### config.mk
export PLATFORM = sky130hd
export DESIGN_NAME = cordic_prerotate
export DESIGN_NICKNAME = d
export VERILOG_FILES = /design/src/rtl/cordic_pkg.sv /design/src/rtl/cordic_pipe_reg.sv /design/src/rtl/cordic_prerotate.sv
export SDC_FILE = /design/constraint.sdc
export NUM_CORES = 1
export LEC_CHECK = 0
export ABC_AREA = 1
export CAP_MARGIN = 10
export CORE_ASPECT_RATIO = 0.5
export CORE_MARGIN = 4
export CORE_UTILIZATION = 40
export DETAILED_ROUTE_END_ITERATION = 10
export PLACE_DENSITY_LB_ADDON = 0.12
export SYNTH_ARGS = -nofsm -noshare
export SYNTH_HDL_FRONTEND = slang
export SYNTH_SLANG_ARGS = --single-unit
### constraint.sdc
create_clock -name clk -period 9.4 [get_ports clk]
set_input_delay 1.88 -clock clk [delete_from_list [all_inputs] [get_ports clk]]
set_output_delay 1.88 -clock clk [all_outputs]
set_load 0.02 [all_outputs]
### src/rtl/cordic_pkg.sv
// Shared CORDIC definitions: widths, binary-angle constants, quadrant codes,
// stage payload types and the saturating negate used by every rotation stage.
package cordic_pkg;

   localparam int W = 32;

   // Full circle is 2^W, so the most negative angle stands for -pi.
   localparam logic signed [W-1:0] HALF_PI     = 32'sh4000_0000;
   localparam logic signed [W-1:0] NEG_HALF_PI = 32'shC000_0000;
   localparam logic signed [W-1:0] PI          = 32'sh8000_0000;

   typedef logic [1:0] quad_t;
   localparam quad_t QUAD_NONE  = 2'b00;
   localparam quad_t QUAD_POS90 = 2'b01;
   localparam quad_t QUAD_NEG90 = 2'b10;

   typedef struct packed {
      logic signed [W-1:0] x;
      logic signed [W-1:0] y;
      logic signed [W-1:0] z;
      quad_t               quad;
   } s1_beat_t;

   typedef struct packed {
      logic signed [W-1:0] x;
      logic signed [W-1:0] y;
      logic signed [W-1:0] z;
      quad_t               quad;
      logic                sat;
   } s2_beat_t;

   // Returns {saturated, -a}; the most negative value clamps to the most positive.
   function automatic logic [W:0] sat_neg(input logic signed [W-1:0] a);
      if (a == PI) begin
         return {1'b1, 1'b0, {(W-1){1'b1}}};
      end
      return {1'b0, -a};
   endfunction

endpackage

### src/rtl/cordic_pipe_reg.sv
// Generic valid/ready register slice. Loads whenever it is empty or its
// content is leaving, so a bubble is filled even while downstream stalls.
module cordic_pipe_reg #(
   parameter int DW = 8
) (
   input  logic          clk,
   input  logic          rst,
   input  logic          valid_i,
   output logic          ready_o,
   input  logic [DW-1:0] data_i,
   output logic          valid_o,
   input  logic          ready_i,
   output logic [DW-1:0] data_o
);

   logic          valid_q;
   logic [DW-1:0] data_q;
   logic          load;

   assign load    = !valid_q || ready_i;
   assign ready_o = load;
   assign valid_o = valid_q;
   assign data_o  = data_q;

   always_ff @(posedge clk or posedge rst) begin
      if (rst) begin
         valid_q <= 1'b0;
         data_q  <= '0;
      end else if (load) begin
         valid_q <= valid_i;
         data_q  <= data_i;
      end
   end

endmodule

### src/rtl/cordic_prerotate.sv
// Pre-rotation by +/-90 degrees so the residual angle lands in [-pi/2, +pi/2]
// ahead of the first micro-rotation. Stage 1 classifies, stage 2 rotates.
module cordic_prerotate
   import cordic_pkg::*;
(
   input  logic         clk,
   input  logic         rst,
   input  logic         in_valid,
   output logic         in_ready,
   input  logic [W-1:0] x_in,
   input  logic [W-1:0] y_in,
   input  logic [W-1:0] z_in,
   output logic         out_valid,
   input  logic         out_ready,
   output logic [W-1:0] x_out,
   output logic [W-1:0] y_out,
   output logic [W-1:0] z_out,
   output logic [1:0]   quad_out,
   output logic         sat_out
);

   s1_beat_t s1_d;
   s1_beat_t s1_q;
   s2_beat_t s2_d;
   s2_beat_t s2_q;
   logic     s1_valid;
   logic     s2_load;
   logic [W:0] neg_x;
   logic [W:0] neg_y;

   // Exactly +/-pi/2 is already in range and stays unrotated.
   always_comb begin
      s1_d.x    = x_in;
      s1_d.y    = y_in;
      s1_d.z    = z_in;
      s1_d.quad = QUAD_NONE;
      if ($signed(z_in) > HALF_PI) begin
         s1_d.quad = QUAD_POS90;
      end else if ($signed(z_in) < NEG_HALF_PI) begin
         s1_d.quad = QUAD_NEG90;
      end
   end

   always_comb begin
      neg_x     = sat_neg(s1_q.x);
      neg_y     = sat_neg(s1_q.y);
      s2_d.x    = s1_q.x;
      s2_d.y    = s1_q.y;
      s2_d.z    = s1_q.z;
      s2_d.quad = s1_q.quad;
      s2_d.sat  = 1'b0;
      case (s1_q.quad)
         QUAD_POS90: begin
            s2_d.x   = neg_y[W-1:0];
            s2_d.y   = s1_q.x;
            s2_d.z   = s1_q.z - HALF_PI;
            s2_d.sat = neg_y[W];
         end
         QUAD_NEG90: begin
            s2_d.x   = s1_q.y;
            s2_d.y   = neg_x[W-1:0];
            s2_d.z   = s1_q.z + HALF_PI;
            s2_d.sat = neg_x[W];
         end
         default: ;
      endcase
   end

   cordic_pipe_reg #(.DW($bits(s1_beat_t))) u_s1 (
      .clk     (clk),
      .rst     (rst),
      .valid_i (in_valid),
      .ready_o (in_ready),
      .data_i  (s1_d),
      .valid_o (s1_valid),
      .ready_i (s2_load),
      .data_o  (s1_q)
   );

   cordic_pipe_reg #(.DW($bits(s2_beat_t))) u_s2 (
      .clk     (clk),
      .rst     (rst),
      .valid_i (s1_valid),
      .ready_o (s2_load),
      .data_i  (s2_d),
      .valid_o (out_valid),
      .ready_i (out_ready),
      .data_o  (s2_q)
   );

   assign x_out    = s2_q.x;
   assign y_out    = s2_q.y;
   assign z_out    = s2_q.z;
   assign quad_out = s2_q.quad;
   assign sat_out  = s2_q.sat;

endmodule

# After elaboration in Yosys (flattened, before gate mapping)
# Cells that the tools add are included.
# W data, S select, Z words.
# classes
n_addsub	4
mul	0
n_div	0
order_cmp	2
n_eq_ne	4
n_shift	0
mux	10
bitwise_logic	0
reduce_logical	4
# op_table
cell	count
$pmux W96 S2	1
$mux W33	4
$eq A32 B32 Y1 const B	2
$neg A32 Y32	2
$add A32 B32 Y32 const B	1
$gt A32 B32 Y1 const B	1
$lt A32 B31 Y1 const B	1
$sub A32 B32 Y32 const B	1
$mux W2	2
$eq A2 B1 Y1 const B	1
$eq A2 B2 Y1 const B	1
$logic_not A1 Y1	2
$logic_or A1 B1 Y1	2
$mux W1	2
$pmux W1 S2	1
# totals
register_bits	199
latch_bits	0
ramBits	0
mem_bits_ro	0
input_bits	100
out_inout_bits	101
wordCells	28
mem_count	0

# Longest topological paths before layout
# Gate-level depths: netlist of run 1.
# logic_depth
word_depth	4
ltp_mapped	12
depth_no_buf	12

# By module
# From an unflattened synthesis of run 1, not the netlist that was laid out.
# hier_totals
hier_cells	1635
area_unflattened_um2	11454.7
# by_module_without_submodules
module	n_inst	cells_each	area_each_um2	seq_area_each_um2
cordic_pipe_reg (u_s1)	1	429	3987.6	2477.4
cordic_pipe_reg (u_s2)	1	434	3983.8	2502.4
cordic_prerotate	1	772	3483.3	0.0

# Worst setup path before layout of run 1
# OpenSTA, ideal clock, no wires.
# synth_timing
path_type	input -> output
start	in out_ready
end	out in_ready
t_arrival_ns	2.716
required_time_ns	7.520
setup_slack_ns	4.804
cell_stages	6
path_buffers	2
cell_sequence	nor2_4 -> inv_2 -> nor2_4 -> inv_2 -> clkbuf_1 -> buf_2
# synth_via
elab_chain_cells	2
# synth_rtl
element	line	text
start, declared	cordic_prerotate.sv:14	input logic out_ready,
$logic_or A1 B1 Y1 (2 in series)	cordic_pipe_reg.sv:20	assign load = !valid_q || ready_i;
end, declared	cordic_prerotate.sv:9	output logic in_ready,
# No other way between the ends.

# Worst setup path in the final report of run 1
# Ends and elaborated chain as after synthesis.

==> results of run 1 <==
## metal layers
| metal | wire length (um) | part of all wire |
|---|---|---|
| met1 | 18000 | 0.47 |
| met2 | 17200 | 0.45 |
| met3 | 2470 | 0.064 |
| met4 | 771 | 0.020 |
| met5 | 0 | 0 |
## stage by stage
stage / instances / power (W)
global route: 2066 / 0.00281
global placement: 2034 / 0.00192
floorplan: 1538 / 0.00153
CTS: 2066 / 0.00269
detailed placement: 2034 / 0.00192
finish: 2066 / 0.00267
## flip-flops by register name, indices dropped and copies added (netlist names)
| register | flops |
|---|---|
| u_s1.data_o | 98 |
| u_s1.valid_o | 1 |
| u_s2.data_o | 99 |
| u_s2.valid_o | 1 |
## how the worst max path moves through the flow
stage / from / end / cells after the start
after CTS: out_ready / in_ready / 6
after global routing: out_ready / in_ready / 6
after global placement: out_ready / in_ready / 6
final: out_ready / in_ready / 6
after floorplan: rst / u_s1.data_o[0] / 1
after detailed placement: out_ready / in_ready / 6
## synthesized netlist by cell type, types with 2 or more instances
library cell,count
nand3_1,89
nor2_4,9
nor2_1,129
nor4_1,6
xor2_1,8
inv_1,120
nand3b_1,2
inv_2,2
buf_1,5
ha_1,4
o21bai_1,4
buf_2,11
clkbuf_1,47
dfrtp_1,199
o211ai_1,2
nand2_4,3
nand2_1,628
nand2_2,4
nand4_1,23
o21ai_0,131
a21oi_1,50
o21ai_2,5
o22ai_1,5
nor3_1,3
a22oi_1,2
nor2_2,20
clkinv_1,2
o21ai_1,16
## placed cells by master (no fill, tap or decap), types with 2 or more instances in the layout
cell type        count
a21oi_1             50
xor2_1               8
nand2_2              4
clkbuf_16           17
nor2_1             129
clkbuf_8             2
nor3_1               3
inv_8                4
nor4_1               6
clkinv_8             2
clkinvlp_4           3
o22ai_1              5
nand2_1            628
nand4_1             23
a22oi_1              2
ha_1                 3
o21ai_0            131
dfrtp_1            199
o211ai_1             2
o21ai_1             16
o21ai_2              5
nand3_1             89
clkdlybuf4s50_1    200
inv_1              119
clkinv_1             2
nand3b_1             2
buf_4                9
nor2_2              20
nor2_4               9
nand2_4              3
o21bai_1             4
## layout make-up
cell class / instances / area (um2)
fill: 2636 / 12900
timing repair buffer: 209 / 2070
clock inverter: 12 / 141
tap: 352 / 440
sequential: 199 / 4980
multi-input combinational: 1150 / 5100
clock buffer: 20 / 457
inverter: 124 / 475
## kinds of logic (layout without fill, tap and decap cells)
group	after synthesis	in the layout	synth area share
and+or+nand+nor	920	920	0.354
AOI/OAI and AO/OA	218	218	0.106
DFF	199	199	0.460
buffers and inverters	189	365	0.0690
xor gates and xnor gates	8	8	0.00647
adders and majority gates	4	4	0.00462
## critical path, cell delays in order
cell and delay [ns]:
clkdlybuf4s50_1 0.45, nor2_4 0.55, inv_2 0.11, nor2_4 0.72, inv_4 0.52, clkdlybuf4s50_1 0.68
## power groups by stage
stage	Clock [W]	Combinational, W	Sequential [W]
2_1_floorplan	0	0.000340	0.00119
3_3_place_gp	0	0.000804	0.00111
3_5_place_dp	0	0.000808	0.00111
4_1_cts	0.000774	0.000811	0.00110
5_1_grt	0.000808	0.000880	0.00112
6_report	0.000759	0.000807	0.00110
==> reports/summary.txt, run 1 <==
Synth Register Bits -> 199
Hold Buf Count CTS -> 0
met3 Use GR -> 0.0580
hold endpoint -> u_s2.data_o[28]
clk sinks -> 199
syn avg cell area -> 7.04 um2
Sw Ratio -> 0.366
CTS tree -> yes
Final Critical Period -> 6.82 ns
post-synth top area share -> 0.460
Die W -> 241 um
detailed placer's ending HPWL -> 28,100 um
antenna fix cells -> 0
Sequential Power Share -> 0.413
prevailing post-synth register cell -> dfrtp_1
Leak Pwr -> 6.61 nW
mean number of vias per cell -> 5.19
clk buf depth -> 2
worst reg2reg path endpoint -> u_s1.data_o[0]
Fin. Hold Viols -> 0
Die Y-Extent -> 124 um
Synth Warn # -> 0
Die Area -> 0.0299 mm2
Crit. End Element -> output port
Syn Nets -> 1,642
CP max FO -> 90
worst hold start -> u_s1.data_o[27]
Fin Setup TNS -> 0 ns
fin crit share -> 0.725
first-pass GRT wire length -> 59,500 um
PD cells -> 195 mW/mm2
Starting Density -> 0.408
CP Launch Type -> input pin
Worst Clk Skew -> 0.0111 ns
P_int -> 0.00169 W
Reg-to-Reg Start -> u_s2.valid_o
Synth area leaders -> dfrtp_1 (46%), nand2_1 (22%), o21ai_0 (6.1%), nor2_1 (4.5%), inv_1 (4.2%)
Clock power frac -> 0.285
IO buf count -> 200
area grow syn2layout -> 26.2%
via count -> 10,726
# Post-CTS Setup Buffers -> 0
CP Class -> input pin to output port
FF-to-FF setup slack -> 6.11 ns
Fin Hold WS -> 0.472 ns
synthesized area -> 0.0108 mm2
Post-synth EDFFs -> 0
htree depth -> 4
area leader, netlist -> dfrtp_1
clk root buf -> clkbuf_16
share of cells above drive strength 1 -> 0.0519
Post-Place Setup Slack -> 2.58 ns
DR DRC count -> 0
CTS buffer count -> 17
PnR worst setup slack -> 2.58 ns
GR Layer Usage met1 -> 0.371
final-stage net count -> 1,805
worst slew pin tran -> 1.08 ns
final setup vio count -> 0
DRT Wirelength -> 38,400 um
final instance area -> 0.0137 mm2
clock slew at reported path FFs -> 0.07 ns
asr flop ratio synth -> 1.00
r2r worst-path depth -> 10
vias in the first global route -> 10,257
gr ovfl total -> 0
I/O pins -> 201
hold path depth -> 2
GRT Total Usage -> 0.256
CP arrival -> 4.94 ns
post-layout util -> 0.515
Comb power frac -> 0.303
Final Max Tran Viols -> 0
Seq/Total Area, Yosys -> 0.460
post-route antenna net violation count -> 0
required time of the critical path -> 7.52 ns
status -> complete, no violations
Clk Latency, worst-skew pair -> 0.46 ns
largest net degree at the start of global routing -> 135
routed len/inst -> 18.6 um
Iteration-0 DRC Markers -> 882
RSZ-0062 raised after global routing -> no
slew margin rel. -> 0.278
busiest grt layer -> met2
row cnt -> 42
met2 Use GR -> 0.388
Resized cells post-CTS -> 0
sw power -> 0.000977 W
worst hold path class -> register to register
Worst VDD drop -> 134 uV
dpl cell area -> 0.0131 mm2
drt pass-1 iters -> 5
Final GP Congestion -> 0.994
fmax -> 147 MHz
Unique masters post-synth -> 37
Syn Inst Count -> 1,538
initial antenna violation count -> 0
Max-Cap Viols -> 0
core footprint -> 0.0265 mm2
(Power assumes the default switching activity.)
==> run 2: changes to the inputs <==
Clock period 9.4 ns to 6 ns, I/O delays scaled along.
==> run 2 against run 1 <==
Setup slack got worse by 0.81 ns. Global-route usage grew 1.2 points. Non-clock buffer count rose by 3. Total power up 58%. Critical path type unchanged.
==> reports/summary.txt, run 2 (synthesis gave the netlist of run 1 again) <==
DR DRC count -> 0 (unchanged)
Starting Density -> 0.408 (unchanged)
CP max FO -> 28 (was 90)
Buf/Inv on CP -> 4 (unchanged)
Worst VDD drop -> 216 uV (was 134 uV)
CP max-delay cell -> nor2_4 (unchanged)
Final GP Congestion -> 0.948 (was 0.994)
final setup vio count -> 0 (unchanged)
post-layout util -> 0.516 (was 0.515)
detailed placer's ending HPWL -> 28,900 um (was 28,100 um)
drt pass-1 iters -> 8 (was 5)
worst slew pin tran -> 1.17 ns (was 1.08 ns)
Final Critical Period -> 4.23 ns
PnR worst setup slack -> 1.77 ns (was 2.58 ns)
Crit. End Element -> output port (unchanged)
first-pass GRT wire length -> 61,900 um (was 59,500 um)
fill count -> 2,656 (was 2,636)
Fin Setup TNS -> 0 ns (unchanged)
commonest non-fill, non-tap cell in the layout -> nand2_1 (unchanged)
CP Class -> input pin to output port (unchanged)
largest net degree at the start of global routing -> 99 (was 135)
PD cells -> 307 mW/mm2 (was 195 mW/mm2)
routed len/inst -> 19.4 um (was 18.6 um)
mean number of vias per cell -> 5.23 (was 5.19)
Stages on worst setup path -> 6 (unchanged)
CP arrival -> 3.03 ns (was 4.94 ns)
Worst Clk Skew -> 0.00881 ns (was 0.0111 ns)
final instance area -> 0.0137 mm2 (about the same)
Iteration-0 DRC Markers -> 919 (was 882)
fin crit share -> 0.705
r2r worst-path depth -> 9 (was 10)
Post-Place Setup Slack -> 1.73 ns (was 2.58 ns)
CTS tree -> yes (unchanged)
clk root buf -> clkbuf_16 (unchanged)
Clk Latency, worst-skew pair -> 0.47 ns (was 0.46 ns)
Fin. Hold Viols -> 0 (unchanged)
Die W -> 241 um (unchanged)
Die Area -> 0.0299 mm2 (unchanged)
Leak Pwr -> 6.63 nW (was 6.61 nW)
vias in the first global route -> 10,557 (was 10,257)
met3 Use GR -> 0.0560 (was 0.0580)
clock slew at reported path FFs -> 0.08 ns (was 0.07 ns)
CP delay by family, top -> buffers and inverters (unchanged)
status -> complete, no violations (unchanged)
gr ovfl total -> 0 (unchanged)
slew margin rel. -> 0.220 (was 0.278)
post-route antenna net violation count -> 0 (unchanged)
met2 Use GR -> 0.399 (was 0.388)
antenna fix cells -> 0 (unchanged)
Die Y-Extent -> 124 um (unchanged)
Worst path max stage delay -> 0.56 ns (was 0.72 ns)
core footprint -> 0.0265 mm2 (unchanged)
initial antenna violation count -> 0 (unchanged)
hold path depth -> 2 (unchanged)
htree depth -> 4 (unchanged)
share of cells above drive strength 1 -> 0.0542 (was 0.0519)
Placed Cells -> 2,037 (was 2,034)
Final Max Tran Viols -> 0 (unchanged)
clk sinks -> 199 (unchanged)
I/O pins -> 201 (unchanged)
CP Launch Type -> input pin (unchanged)
DRT Wirelength -> 40,200 um (was 38,400 um)
# Post-CTS Setup Buffers -> 0 (unchanged)
commonest cells after routing, fill and taps aside -> nand2_1 (628), clkdlybuf4s50_1 (200), dfrtp_1 (199), o21ai_0 (131), nor2_1 (129) (unchanged)
final std cells w/o fill -> 2,069 (was 2,066)
CP Cell Sequence -> clkdlybuf4s50_1 -> nor2_4 -> inv_2 -> nor2_4 -> inv_4 -> clkdlybuf4s50_1 (unchanged)
Max-Cap Viols -> 0 (unchanged)
row cnt -> 42 (unchanged)
Hold Buf Count CTS -> 0 (unchanged)
worst hold path class -> register to register (unchanged)
dpl cell area -> 0.0131 mm2 (about the same)
max reg flops -> 99 (unchanged)
area grow syn2layout -> 26.5% (was 26.2%)
GRT Total Usage -> 0.268 (was 0.256)
IO buf count -> 200 (unchanged)
clk buf depth -> 2 (unchanged)
busiest grt layer -> met2 (unchanged)
final-stage net count -> 1,808 (was 1,805)
via count -> 10,823 (was 10,726)
GR Layer Usage met1 -> 0.397 (was 0.371)
Resized cells post-CTS -> 0 (unchanged)
fmax -> 236 MHz
CTS buffer count -> 17 (unchanged)
RSZ-0062 raised after global routing -> no (unchanged)
required time of the critical path -> 4.80 ns (was 7.52 ns)
==> run 2: layer usage <==
| layer | vias up | share of wire |
|---|---|---|
| met2 | 343 | 0.44 |
| met1 | 5240 | 0.48 |
| met5 | - | 0 |
| met4 | 0 | 0.020 |
| li1 | 5195 | - |
| met3 | 45 | 0.060 |
==> run 2: final cells by class <==
cell class                      count  area (um2)  area share
Multi-Input combinational cell   1150        5100       0.372
Sequential cell                   199        4980       0.363
Timing Repair Buffer              212        2100       0.154
Inverter                          124         472      0.0344
Tap cell                          352         440      0.0321
Clock buffer                       17         425      0.0310
Clock inverter                     15         176      0.0129
==> run 2: worst reg2reg max path, stage by stage (launching register included) <==
cell      delay (ns)
dfrtp_1         0.39
inv_1           0.10
ha_1            0.17
buf_4           0.49
clkinv_1        0.74
o21ai_0         0.42
a21oi_1         0.11
nand2_1         0.09
o21ai_0         0.14
o21ai_0         0.20
==> run 2: per-stage QoR <==
stage                     hold WS [ns]  total power, W
after floorplan                  0.442         0.00240
after global placement           0.451         0.00301
after detailed placement         0.457         0.00303
after CTS                        0.476         0.00423
after global routing             0.505         0.00442
final                            0.475         0.00421
==> run 2: where the power goes <==
group | switching, W | internal (W)
Sequential | 0.000186 | 0.00155
Clock | 0.000633 | 0.000568
Combinational | 0.000782 | 0.000493
==> run 2: worst paths after layout <==
| check | startpoint | end | slack [ns] |
|---|---|---|---|
| setup reg to reg | u_s1.data_o[1] | u_s2.data_o[37] | 3.06 |
| hold reg to reg | u_s1.data_o[9] | u_s2.data_o[10] | 0.47 |
| max in group asynchronous | rst | u_s2.data_o[56] | 3.39 |
| setup / recovery | out_ready | in_ready | 1.77 |
| hold / removal | u_s1.data_o[9] | u_s2.data_o[10] | 0.47 |
| min in group asynchronous | rst | u_s1.data_o[5] | 1.29 |
